## config.mk

```make
export PLATFORM = sky130hd
export DESIGN_NAME = universal_shift_register_burst
export DESIGN_NICKNAME = d
export VERILOG_FILES = /design/src/rtl/shiftreg_pkg.sv /design/src/rtl/shiftreg_burst_ctrl.sv /design/src/rtl/universal_shift_register_burst.sv
export SDC_FILE = /design/constraint.sdc
export NUM_CORES = 1
export LEC_CHECK = 0
export CAP_MARGIN = 20
export CORE_UTILIZATION = 31
export DETAILED_ROUTE_END_ITERATION = 6
export SYNTH_ARGS = -nofsm -noshare
export SYNTH_HDL_FRONTEND = slang
export SYNTH_SLANG_ARGS = --single-unit
```

## constraint.sdc

```tcl
create_clock -name clockpulse -period 3 [get_ports clockpulse]
set_input_delay 0.6 -clock clockpulse [delete_from_list [all_inputs] [get_ports clockpulse]]
set_output_delay 0.6 -clock clockpulse [all_outputs]
set_load 0.01 [all_outputs]
```

## src/rtl/shiftreg_pkg.sv

```systemverilog
// Shared encodings for the universal shift register with burst engine.
//   mode encodings : MODE_HOLD, MODE_SHR, MODE_SHL, MODE_LOAD
//   FSM encodings  : ST_IDLE, ST_BURST (one bit, legacy-compatible localparams)
//   burst direction: DIR_RIGHT, DIR_LEFT
package shiftreg_pkg;

  localparam logic [1:0] MODE_HOLD = 2'b00;
  localparam logic [1:0] MODE_SHR  = 2'b01;
  localparam logic [1:0] MODE_SHL  = 2'b10;
  localparam logic [1:0] MODE_LOAD = 2'b11;

  localparam logic [0:0] ST_IDLE  = 1'b0;
  localparam logic [0:0] ST_BURST = 1'b1;

  localparam logic DIR_RIGHT = 1'b0;
  localparam logic DIR_LEFT  = 1'b1;

endpackage

```

## src/rtl/shiftreg_burst_ctrl.sv

```systemverilog
// Burst controller: IDLE/BURST FSM with a down-counter of remaining shifts.
// Ports:
//   clk          in   rising-edge clock
//   clear        in   synchronous active-high reset
//   start        in   burst request, only looked at in IDLE
//   burst_dir    in   0 right, 1 left; captured with start
//   burst_count  in   number of shifts; captured with start
//   shift_en     out  datapath performs one burst shift at this edge
//   shift_dir    out  direction of that shift
//   busy         out  burst in progress
//   done         out  one-cycle completion pulse
//   state        out  current FSM state (debug visibility)
// Handshake: start is a single-cycle request accepted whenever state is IDLE;
// there is no back-pressure, a start seen during BURST is simply dropped.
module shiftreg_burst_ctrl
  import shiftreg_pkg::*;
#(
  parameter int COUNT_WIDTH = 4
) (
  input  logic                   clk,
  input  logic                   clear,
  input  logic                   start,
  input  logic                   burst_dir,
  input  logic [COUNT_WIDTH-1:0] burst_count,
  output logic                   shift_en,
  output logic                   shift_dir,
  output logic                   busy,
  output logic                   done,
  output logic [0:0]             state
);

  logic [0:0]             state_q;
  logic [COUNT_WIDTH-1:0] remaining_q;
  logic                   dir_q;
  logic                   done_q;

  always_ff @(posedge clk) begin
    if (clear) begin
      state_q     <= ST_IDLE;
      remaining_q <= '0;
      dir_q       <= DIR_RIGHT;
      done_q      <= 1'b0;
    end else begin
      // done is a pulse: cleared every edge unless re-asserted below.
      done_q <= 1'b0;
      case (state_q)
        ST_IDLE: begin
          if (start) begin
            dir_q       <= burst_dir;
            remaining_q <= burst_count;
            // A zero-length burst completes immediately without entering BURST.
            if (burst_count == '0) done_q  <= 1'b1;
            else                   state_q <= ST_BURST;
          end
        end
        ST_BURST: begin
          remaining_q <= remaining_q - 1'b1;
          // The edge that performs the last shift also leaves BURST, so busy
          // and done never overlap.
          if (remaining_q == COUNT_WIDTH'(1)) begin
            state_q <= ST_IDLE;
            done_q  <= 1'b1;
          end
        end
        default: state_q <= ST_IDLE;
      endcase
    end
  end

  assign shift_en  = (state_q == ST_BURST);
  assign shift_dir = dir_q;
  assign busy      = (state_q == ST_BURST);
  assign done      = done_q;
  assign state     = state_q;

endmodule

```

## src/rtl/universal_shift_register_burst.sv

```systemverilog
// Universal shift register (hold / shift right / shift left / parallel load)
// with a burst engine that performs N automatic shifts in one direction.
// Optional feature macro: SHIFTREG_ROTATE_EN adds the rotate input, which
// recirculates the shifted-out bit instead of using the serial input.
// Ports:
//   clockpulse        in   rising-edge clock
//   clear             in   synchronous active-high reset (highest priority)
//   enable            in   qualifies direct mode operations in IDLE
//   mode              in   00 hold, 01 shift right, 10 shift left, 11 load
//   serialInputRight  in   bit entering the MSB on a right shift
//   serialInputLeft   in   bit entering the LSB on a left shift
//   preset            in   parallel load value
//   start             in   burst request, sampled in IDLE
//   burstDir          in   burst direction, 0 right, 1 left
//   burstCount        in   number of burst shifts
//   rotate            in   (SHIFTREG_ROTATE_EN only) recirculate shifted-out bit
//   out / notout      out  register contents and its complement
//   serialOutRight    out  out[0]
//   serialOutLeft     out  out[WIDTH-1]
//   busy / done       out  burst status
module universal_shift_register_burst
  import shiftreg_pkg::*;
#(
  parameter int WIDTH       = 5,
  parameter int COUNT_WIDTH = 4
) (
  input  logic                   clockpulse,
  input  logic                   clear,
  input  logic                   enable,
  input  logic [1:0]             mode,
  input  logic                   serialInputRight,
  input  logic                   serialInputLeft,
  input  logic [WIDTH-1:0]       preset,
  input  logic                   start,
  input  logic                   burstDir,
  input  logic [COUNT_WIDTH-1:0] burstCount,
`ifdef SHIFTREG_ROTATE_EN
  input  logic                   rotate,
`endif
  output logic [WIDTH-1:0]       out,
  output logic [WIDTH-1:0]       notout,
  output logic                   serialOutRight,
  output logic                   serialOutLeft,
  output logic                   busy,
  output logic                   done
);

  logic [WIDTH-1:0] out_q;
  logic             fill_right;
  logic             fill_left;
  logic [WIDTH-1:0] shr_value;
  logic [WIDTH-1:0] shl_value;
  logic             shift_en;
  logic             shift_dir;
  logic [0:0]       state;

  shiftreg_burst_ctrl #(
    .COUNT_WIDTH(COUNT_WIDTH)
  ) u_ctrl (
    .clk         (clockpulse),
    .clear       (clear),
    .start       (start),
    .burst_dir   (burstDir),
    .burst_count (burstCount),
    .shift_en    (shift_en),
    .shift_dir   (shift_dir),
    .busy        (busy),
    .done        (done),
    .state       (state)
  );

  // Bits entering the register; rotate is sampled live each cycle and
  // applies to both direct and burst shifts.
  always_comb begin
    fill_right = serialInputRight;
    fill_left  = serialInputLeft;
`ifdef SHIFTREG_ROTATE_EN
    if (rotate) begin
      fill_right = out_q[0];
      fill_left  = out_q[WIDTH-1];
    end
`endif
  end

  assign shr_value = {fill_right, out_q[WIDTH-1:1]};
  assign shl_value = {out_q[WIDTH-2:0], fill_left};

  always_ff @(posedge clockpulse) begin
    if (clear) begin
      out_q <= '0;
    end else if (shift_en) begin
      out_q <= (shift_dir == DIR_LEFT) ? shl_value : shr_value;
    end else if ((state == ST_IDLE) && !start && enable) begin
      // The start-capture edge leaves the register untouched, hence !start.
      case (mode)
        MODE_SHR:  out_q <= shr_value;
        MODE_SHL:  out_q <= shl_value;
        MODE_LOAD: out_q <= preset;
        default:   out_q <= out_q;
      endcase
    end
  end

  assign out            = out_q;
  assign notout         = ~out_q;
  assign serialOutRight = out_q[0];
  assign serialOutLeft  = out_q[WIDTH-1];

endmodule
```

# Word-level counts from Yosys, hierarchy flattened
# Cells that the tools add are included.
# op_classes
muxes,14
reduce_logical,8
n_eq_ne,5
n_addsub,1
bitwise,2
# ops
cell,n
two-way mux 5 bit,3
one-hot mux 5 bit (3 select lines),1
one-hot mux 4 bit (2 select lines),1
two-way mux 1 bit,6
inverter 5 bit,1
equality test 2 bit (second input constant),2
equality test 4 x 1 -> 1 bit (second input constant),1
logical NOT 4 bit,1
two-way mux 4 bit,1
one-hot mux 1 bit (2 select lines),2
AND reduction 2 bit,2
nonzero test 4 bit,1
subtractor 4 x 1 -> 4 bit (second input constant),1
equality test 2 x 1 -> 1 bit (second input constant),1
logical AND 1 bit,2
inequality test 2 bit (second input constant),1
nonzero test 2 bit,1
logical NOT 1 bit,1
inverter 1 bit,1
# totals
wordCells,35
regBits,12

# Depth between registers and ports, before layout
# Gate-level depths: netlist of the first run.
# depth
depth_word,5
mapped_depth,7
mapped_depth_nobuf,6

# Modules after synthesis
# Synthesis of the first run repeated with hierarchy kept, for this count alone.
# hier_totals
hier_cells,103
hier_area_um2,860.8
# by_module_without_submodules
mod,n_inst,cells_each,area_per_inst_um2,seq_area_each_um2
universal_shift_register_burst,1,63,498.0,100.1
shiftreg_burst_ctrl,1,40,362.8,140.1

# Worst setup path after synthesis of the first run
# No wires, ideal clock.
# synth_path
kind,input to register
startpoint,input mode[0]
endpoint,register out_q[4] (netlist: out[4])
arrival_time_ps,1495
required_time_ps,2929
path_buffers,0
stages,5
slack_ps,1434
path_cell_list,ha_1 nand2b_1 a31oi_2 a22oi_1 a21oi_1
# synth_between
elab_chain_cells,4
word_cells_on_any_way,8
# synth_lines
element,line_no,rtl
"start, declared",universal_shift_register_burst.sv:30,"input logic [1:0] mode,"
equality test 2 bit or equality test 2 x 1 -> 1 bit (tied branches),universal_shift_register_burst.sv:95,case (mode)
one-hot mux 5 bit (3 select lines),universal_shift_register_burst.sv:95,
two-way mux 5 bit,universal_shift_register_burst.sv:93,end else if ((state == ST_IDLE) && !start && enable) begin
two-way mux 5 bit,universal_shift_register_burst.sv:91,end else if (shift_en) begin
"end signal, assigned",universal_shift_register_burst.sv:92,out_q <= (shift_dir == DIR_LEFT) ? shl_value : shr_value;
"end signal, assigned",universal_shift_register_burst.sv:96,MODE_SHR: out_q <= shr_value;
"end signal, assigned",universal_shift_register_burst.sv:97,MODE_SHL: out_q <= shl_value;
"end, declared",universal_shift_register_burst.sv:48,logic [WIDTH-1:0] out_q;
# Parallel ways exist; a longest one is shown, timed or not. The select of a mux whose other input is x is not followed.
# A chain may end at the register's enable or synchronous reset.

# Worst setup path in the final report of the first run
# layout_path
startpoint,input mode[1]
endpoint,register out_q[4] (netlist: out[4])
# The elaborated chain is that of the path after synthesis.

==> results of run 1 <==
==> cell usage after synthesis (all sizes together) <==
cell type  number
buf             4
nor3            3
nand2           6
a31oi           1
clkbuf          3
mux2i           2
a211oi          2
a222oi          1
nor4            1
o21ai           6
a21oi          13
nand2b          1
o21ba           1
ha              5
a221oi          1
o311ai          5
a22oi           5
and4b           1
inv             9
nor2           11
dfxtp          12
nor2b           7
and3b           1
mux2            1
==> metrics by stage <==
| stage | util | total power [W] | setup slack, ns | instances | hold WS (ns) |
|---|---|---|---|---|---|
| finish | 0.495 | 0.000446 | 1.04 | 159 | 0.508 |
| global route | 0.495 | 0.000478 | 0.897 | 159 | 0.554 |
| detailed placement | 0.479 | 0.000325 | 0.759 | 155 | 0.498 |
| floorplan | - | 0.000262 | 1.43 | 102 | 0.468 |
| global placement | 0.479 | 0.000323 | 0.788 | 155 | 0.494 |
| CTS | 0.495 | 0.000453 | 1.04 | 159 | 0.517 |
==> power breakdown <==
part	internal (W)	total, W	switching, W
combinational	0.0000746	0.000135	0.0000599
sequential	0.000172	0.000185	0.0000134
clock	0.0000737	0.000126	0.0000519
==> sequential cells by signal, summed over array words and instances (netlist names) <==
signal,cells
u_ctrl.shift_dir,1
u_ctrl.remaining_q,4
u_ctrl.busy,1
out,5
u_ctrl.done,1
==> cell usage in the layout (no fill, tap or decap), types with 2 or more instances in the layout <==
cell type / count
mux2i_1: 2
a211oi_1: 2
dfxtp_1: 12
a21oi_1: 13
ha_1: 5
o21ai_0: 6
nor2b_1: 7
clkdlybuf4s50_1: 31
a22oi_1: 5
nor2_1: 11
o311ai_0: 5
nor3_1: 3
inv_1: 9
clkbuf_4: 3
nand2_1: 6
==> cell families (layout without fill, tap and decap cells) <==
family                   count (synthesis)  in the layout
flip-flops                              12             12
AND/OR/NAND/NOR                         31             31
buffers and inverters                   16             45
adder cells (fa/ha/maj)                  5              5
multiplexers                             3              3
AO/OA/AOI/OAI                           35             35
==> cell type report <==
type	count	area [sq um]	share of cell area
flip-flops and latches	12	240	0.209
well taps	28	35.0	0.0305
repair buffers	32	318	0.277
multi-input cells	74	484	0.422
clock buffers	4	36.3	0.0316
inverters	9	33.8	0.0294
==> worst min-delay path: stages (launching register included) <==
cell and delay [ns]:
dfxtp_1 0.33, a222oi_1 0.06, nor2_1 0.08
==> final timing paths <==
check,cells past startpoint,start,slack (ns),end
worst max register to register,6,u_ctrl.remaining_q[0],1.73,u_ctrl.remaining_q[2]
worst max-delay path,6,mode[1],1.04,out[4]
worst min register to register,2,u_ctrl.remaining_q[3],0.51,u_ctrl.remaining_q[3]
worst min-delay path,2,u_ctrl.remaining_q[3],0.51,u_ctrl.remaining_q[3]
==> routing by layer <==
metal  GRT usage  vias to the layer above
li1            -                      425
met3      0.0174                        4
met1       0.158                      364
met5           0                        -
met4      0.0658                        0
met2       0.259                       26
==> impl_results.md, run 1 <==
* Status: finished, final reports clean
* Core area at 2320 sq um
* Final min period at 1.96 ns
* Largest family of logic cells by synthesized area: compound AO/OA/AOI/OAI gates
* Register area share after synthesis at 0.302
* Area contributors post-synth: dfxtp_1 30%, a21oi_1 8.2%, ha_1 7.9%, nor2b_1 5.5%, o311ai_0 5.5%
* H-tree depth at 1
* Post-CTS Hold Buffers at 0
* CP bufs+invs at 1
* Max Slew Vio Count at 0
* TritonCTS clock tree: built
* Post-synth top area cell: dfxtp_1
* Die Width at 52.6 um
* Routed Antenna Nets at 0
* Class of the worst hold path: register to register
* Proportion of netlist area held by the largest area contributor at 0.302
* Met2 wire length at 939 um
* GR Overflow Total at 0
* Root buffer cell: clkbuf_4
* Slowest-stage cell, CP: clkdlybuf4s50_1
* Num CTS Buffers at 3
* Req. time, crit path at 3.19 ns
* Synth Cell Area at 795 sq um
* Post-CTS Setup Bufs at 0
* Synth Area in Compound Gates at 0.293
* Worst Max-Slew Pin Slew at 0.444 ns
* Setup Viol. Count Final at 0
* Largest net degree at the start of global routing at 18
* Leakage at 0.425 nW
* Vias post-DR at 819
* I/O Buffers at 31
* Met3 WL post-DR at 90 um
* Global Route Usage Sum at 0.141
* Share of cells above drive strength 1 at 0.0687
* DRC violations left at 0
* Worst-skew pair later-pin latency at 0.27 ns
* Final period util at 0.655
* Post-Synth Simple-Gate Area at 0.198
* Clk slew on worst S/H paths at 0.07 ns
* Max cap viols at 0
* Syn Inst Count at 102
* Warnings, synthesis at 0
* HPWL Detailed at 1510 um
* First-pass GRT wire length at 2900 um
* Mux contribution to synthesized area at 0.0394
* Global placer's final weighted congestion at 0.746
* RSZ-0062 raised after global routing: false
* # IOs at 32
* Worst-path fanout max at 7
* Post-Synth XOR/XNOR Area at 0
* Cell Chain, Critical Path: clkdlybuf4s50_1 > ha_1 > nand2b_1 > and4b_4 > o311ai_0 > a21oi_1
* Vias in the first global route at 704
* Hold Vio Cnt, Final at 0
* FMAX at 509 MHz
* Worst ir drop on vdd at 0.238 mV
* Critical path type: input port to register
* Avg WL per Cell at 12.2 um
* Clk sink count at 12
* Max_slew headroom at 0.703
* Worst path max stage delay at 0.52 ns
* Clock Tree Buf Depth at 2
* Via-per-instance ratio at 5.15
* FF+latch count, synth at 12
* Mean Syn Cell Area at 7.79 sq um
* TritonRoute pass-1 iters at 4
* Row Count at 17
* Starting Density at 0.343
* Critical path endpoint category: register
* Nets at 155
* DRT iter0 DRCs at 14
* Antenna diodes at 0
* Max Used Layer: met4
* Crit-path leading delay family: buffers and inverters
* Design area at 1150 sq um
* Initial antenna violation count at 0
* Metal-1 WL at 876 um
* Total wire length at 1930 um
* Critical Path Source Type: input port
* CTS resizes at 0
* Worst Skew at 0.00303 ns
* PD cells at 388 nW/um^2
* Synth Net Count at 125
* Synth cell types at 25
* DP Area at 1110 sq um
* Fill count at 250
* Crit path arrival time at 2.16 ns
* Final TNS setup at 0 ns
* Chip height at 52.6 um
* Area Growth Syn to Fin at 44.4%
* Adder-Cell Fraction of Synth Area at 0.0787
* Die ar. at 2770 sq um
Power figures use the tool's default switching activity.
==> run 2: changes to the inputs <==
- clock period: 3 -> 1.6 ns (I/O delays scaled with it)
==> run 2 against run 1 <==
  * Hold slack lost 0.0030 ns
  * Non-clock buffer count grew 6
  * Clock-buffer cell count is the same
  * Total power grew 93%
  * Utilization grew 2.5 points
  * Flip-flop and latch count is the same
  * Sequential share of layout area shrank 0.50 points
==> impl_results.md, run 2 (synthesis gave the netlist of run 1 again) <==
* Worst Skew at 0.00424 ns (was 0.00303 ns)
* Global Route Usage Sum at 0.148 (was 0.141)
* Status: finished, final reports clean (unchanged)
* Max Slew Vio Count at 0 (unchanged)
* GR Overflow Total at 0 (unchanged)
* TritonRoute pass-1 iters at 4 (unchanged)
* Leakage at 0.466 nW (was 0.425 nW)
* Max cap viols at 0 (unchanged)
* Req. time, crit path at 1.28 ns (was 3.19 ns)
* Row Count at 17 (unchanged)
* Final setup margin at 0.0556 ns (was 1.04 ns)
* Via-per-instance ratio at 5.16 (was 5.15)
* # IOs at 32 (unchanged)
* Footprint of the multi-input gates at 487 sq um (was 484 sq um)
* Starting Density at 0.343 (unchanged)
* Die Width at 52.6 um (unchanged)
* Share of cells above drive strength 1 at 0.153 (was 0.0687)
* Clk slew on worst S/H paths at 0.08 ns (was 0.07 ns)
* DRT iter0 DRCs at 8 (was 14)
* Antenna diodes at 0 (unchanged)
* Avg WL per Cell at 12.3 um (was 12.2 um)
* Critical Path Source Type: register (was input port)
* TritonCTS clock tree: built (unchanged)
* Global placer's final weighted congestion at 0.834 (was 0.746)
* Worst Max-Slew Pin Slew at 0.463 ns (was 0.444 ns)
* Class of the worst hold path: register to register (unchanged)
* Worst slack, placed at -0.366 ns (was 0.759 ns)
* Most frequent cells in the layout: 26 x clkdlybuf4s50_1, 13 x a21oi_1, 11 x nor2_1 (was 31 x clkdlybuf4s50_1, 13 x a21oi_1, 12 x dfxtp_1)
* Fill count at 244 (was 250)
* Vias post-DR at 851 (was 819)
* Worst-skew pair later-pin latency at 0.28 ns (was 0.27 ns)
* Nets at 161 (was 155)
* Commonest non-fill, non-tap cell in the layout: clkdlybuf4s50_1 (unchanged)
* Core area at 2320 sq um (unchanged)
* Storage cell area at 246 sq um (was 240 sq um)
* Crit path arrival time at 1.22 ns (was 2.16 ns)
* Area Growth Syn to Fin at 51.8% (was 44.4%)
* Vias in the first global route at 739 (was 704)
* Routed Antenna Nets at 0 (unchanged)
* FMAX at 648 MHz
* Chip height at 52.6 um (unchanged)
* Die ar. at 2770 sq um (unchanged)
* DRC violations left at 0 (unchanged)
* PD cells at 712 nW/um^2 (was 388 nW/um^2)
* I/O Buffers at 31 (unchanged)
* HPWL Detailed at 1580 um (was 1510 um)
* Hold Vio Cnt, Final at 0 (unchanged)
* Num CTS Buffers at 3 (unchanged)
* DP Area at 1160 sq um (was 1110 sq um)
* Setup Viol. Count Final at 0 (unchanged)
* Largest net degree at the start of global routing at 13 (was 18)
* Clk sink count at 12 (unchanged)
* Final period util at 0.965
* Final min period at 1.54 ns
* Worst-path fanout max at 6 (was 7)
* Worst ir drop on vdd at 0.552 mV (was 0.238 mV)
* H-tree depth at 1 (unchanged)
* Critical path type: register to output port (was input port to register)
* Clock Tree Buf Depth at 2 (unchanged)
* Post-CTS Hold Buffers at 0 (unchanged)
* Hold_ws at 0.505 ns (was 0.508 ns)
* Initial antenna violation count at 0 (unchanged)
* First-pass GRT wire length at 3030 um (was 2900 um)
* Design area at 1210 sq um (was 1150 sq um)
* Max_slew headroom at 0.689 (was 0.703)
* Max reg flops at 5 (unchanged)
* RSZ-0062 raised after global routing: false (unchanged)
* Total wire length at 2030 um (was 1930 um)
* Root buffer cell: clkbuf_4 (unchanged)
* Critical path endpoint category: output port (was register)
[run 2: cell types whose count changed in the layout (fill, tap and decap cells not counted), sizes merged]
cell           delta
dlygate4sd2       +2
buf               +6
clkdlybuf4s50     -5
dlymetal6s2s      +3
[run 2: power by group]
group          internal (W)  leakage (nW)  total [W]  switching, W
clock              0.000138        0.0210   0.000245      0.000106
sequential         0.000324         0.101   0.000351     0.0000261
combinational      0.000149         0.345   0.000264      0.000115
[run 2: final timing paths]
kind,slack [ns],to,cells past startpoint,startpoint
worst min register to register,0.51,u_ctrl.remaining_q[3],2,u_ctrl.remaining_q[3]
worst min-delay path,0.51,u_ctrl.remaining_q[3],2,u_ctrl.remaining_q[3]
worst max-delay path,0.06,notout[3],2,out[3]
worst max register to register,0.32,u_ctrl.remaining_q[2],6,u_ctrl.remaining_q[0]
[run 2: repair_timing]
item                                    4_1_cts  5_1_grt
pin swaps                                     0        1
gates resized for setup                       5        7
setup buffers                                 0        0
endpoints found under the setup margin        9       13
[run 2: layer usage]
metal | global-route usage | up-vias | share of wire
met5 | 0 | - | 0
met4 | 0.0658 | 0 | 0.014
met3 | 0.0174 | 5 | 0.048
met2 | 0.283 | 29 | 0.48
met1 | 0.158 | 383 | 0.46
li1 | - | 434 | -
[run 2: layout make-up]
class                      count  area share
inverter                       9      0.0280
sequential                    12       0.204
multi-input combinational     74       0.404
tap                           28      0.0290
clock buffer                   4      0.0301
timing repair buffer          38       0.305
[run 2: critical path, stage by stage (launching register included)]
cell and delay, ns:
dfxtp_2 0.35, inv_1 0.07, clkdlybuf4s50_1 0.53
[run 2: stage by stage]
step / std cells / total power [W] / setup TNS, ns / utilization
finish: 165 / 0.000859 / 0 / 0.520
detailed placement: 161 / 0.000622 / -1.69 / 0.499
global placement: 161 / 0.000619 / -1.55 / 0.499
floorplan: 102 / 0.000491 / 0 / -
CTS: 165 / 0.000869 / 0 / 0.514
global route: 165 / 0.000915 / 0 / 0.520
==> run 3: changes to the inputs <==
- HOLD_SLACK_MARGIN: unset -> 0.1
==> results of run 3 <==
Final layout, timing and power as in run 2 (identical DEF).
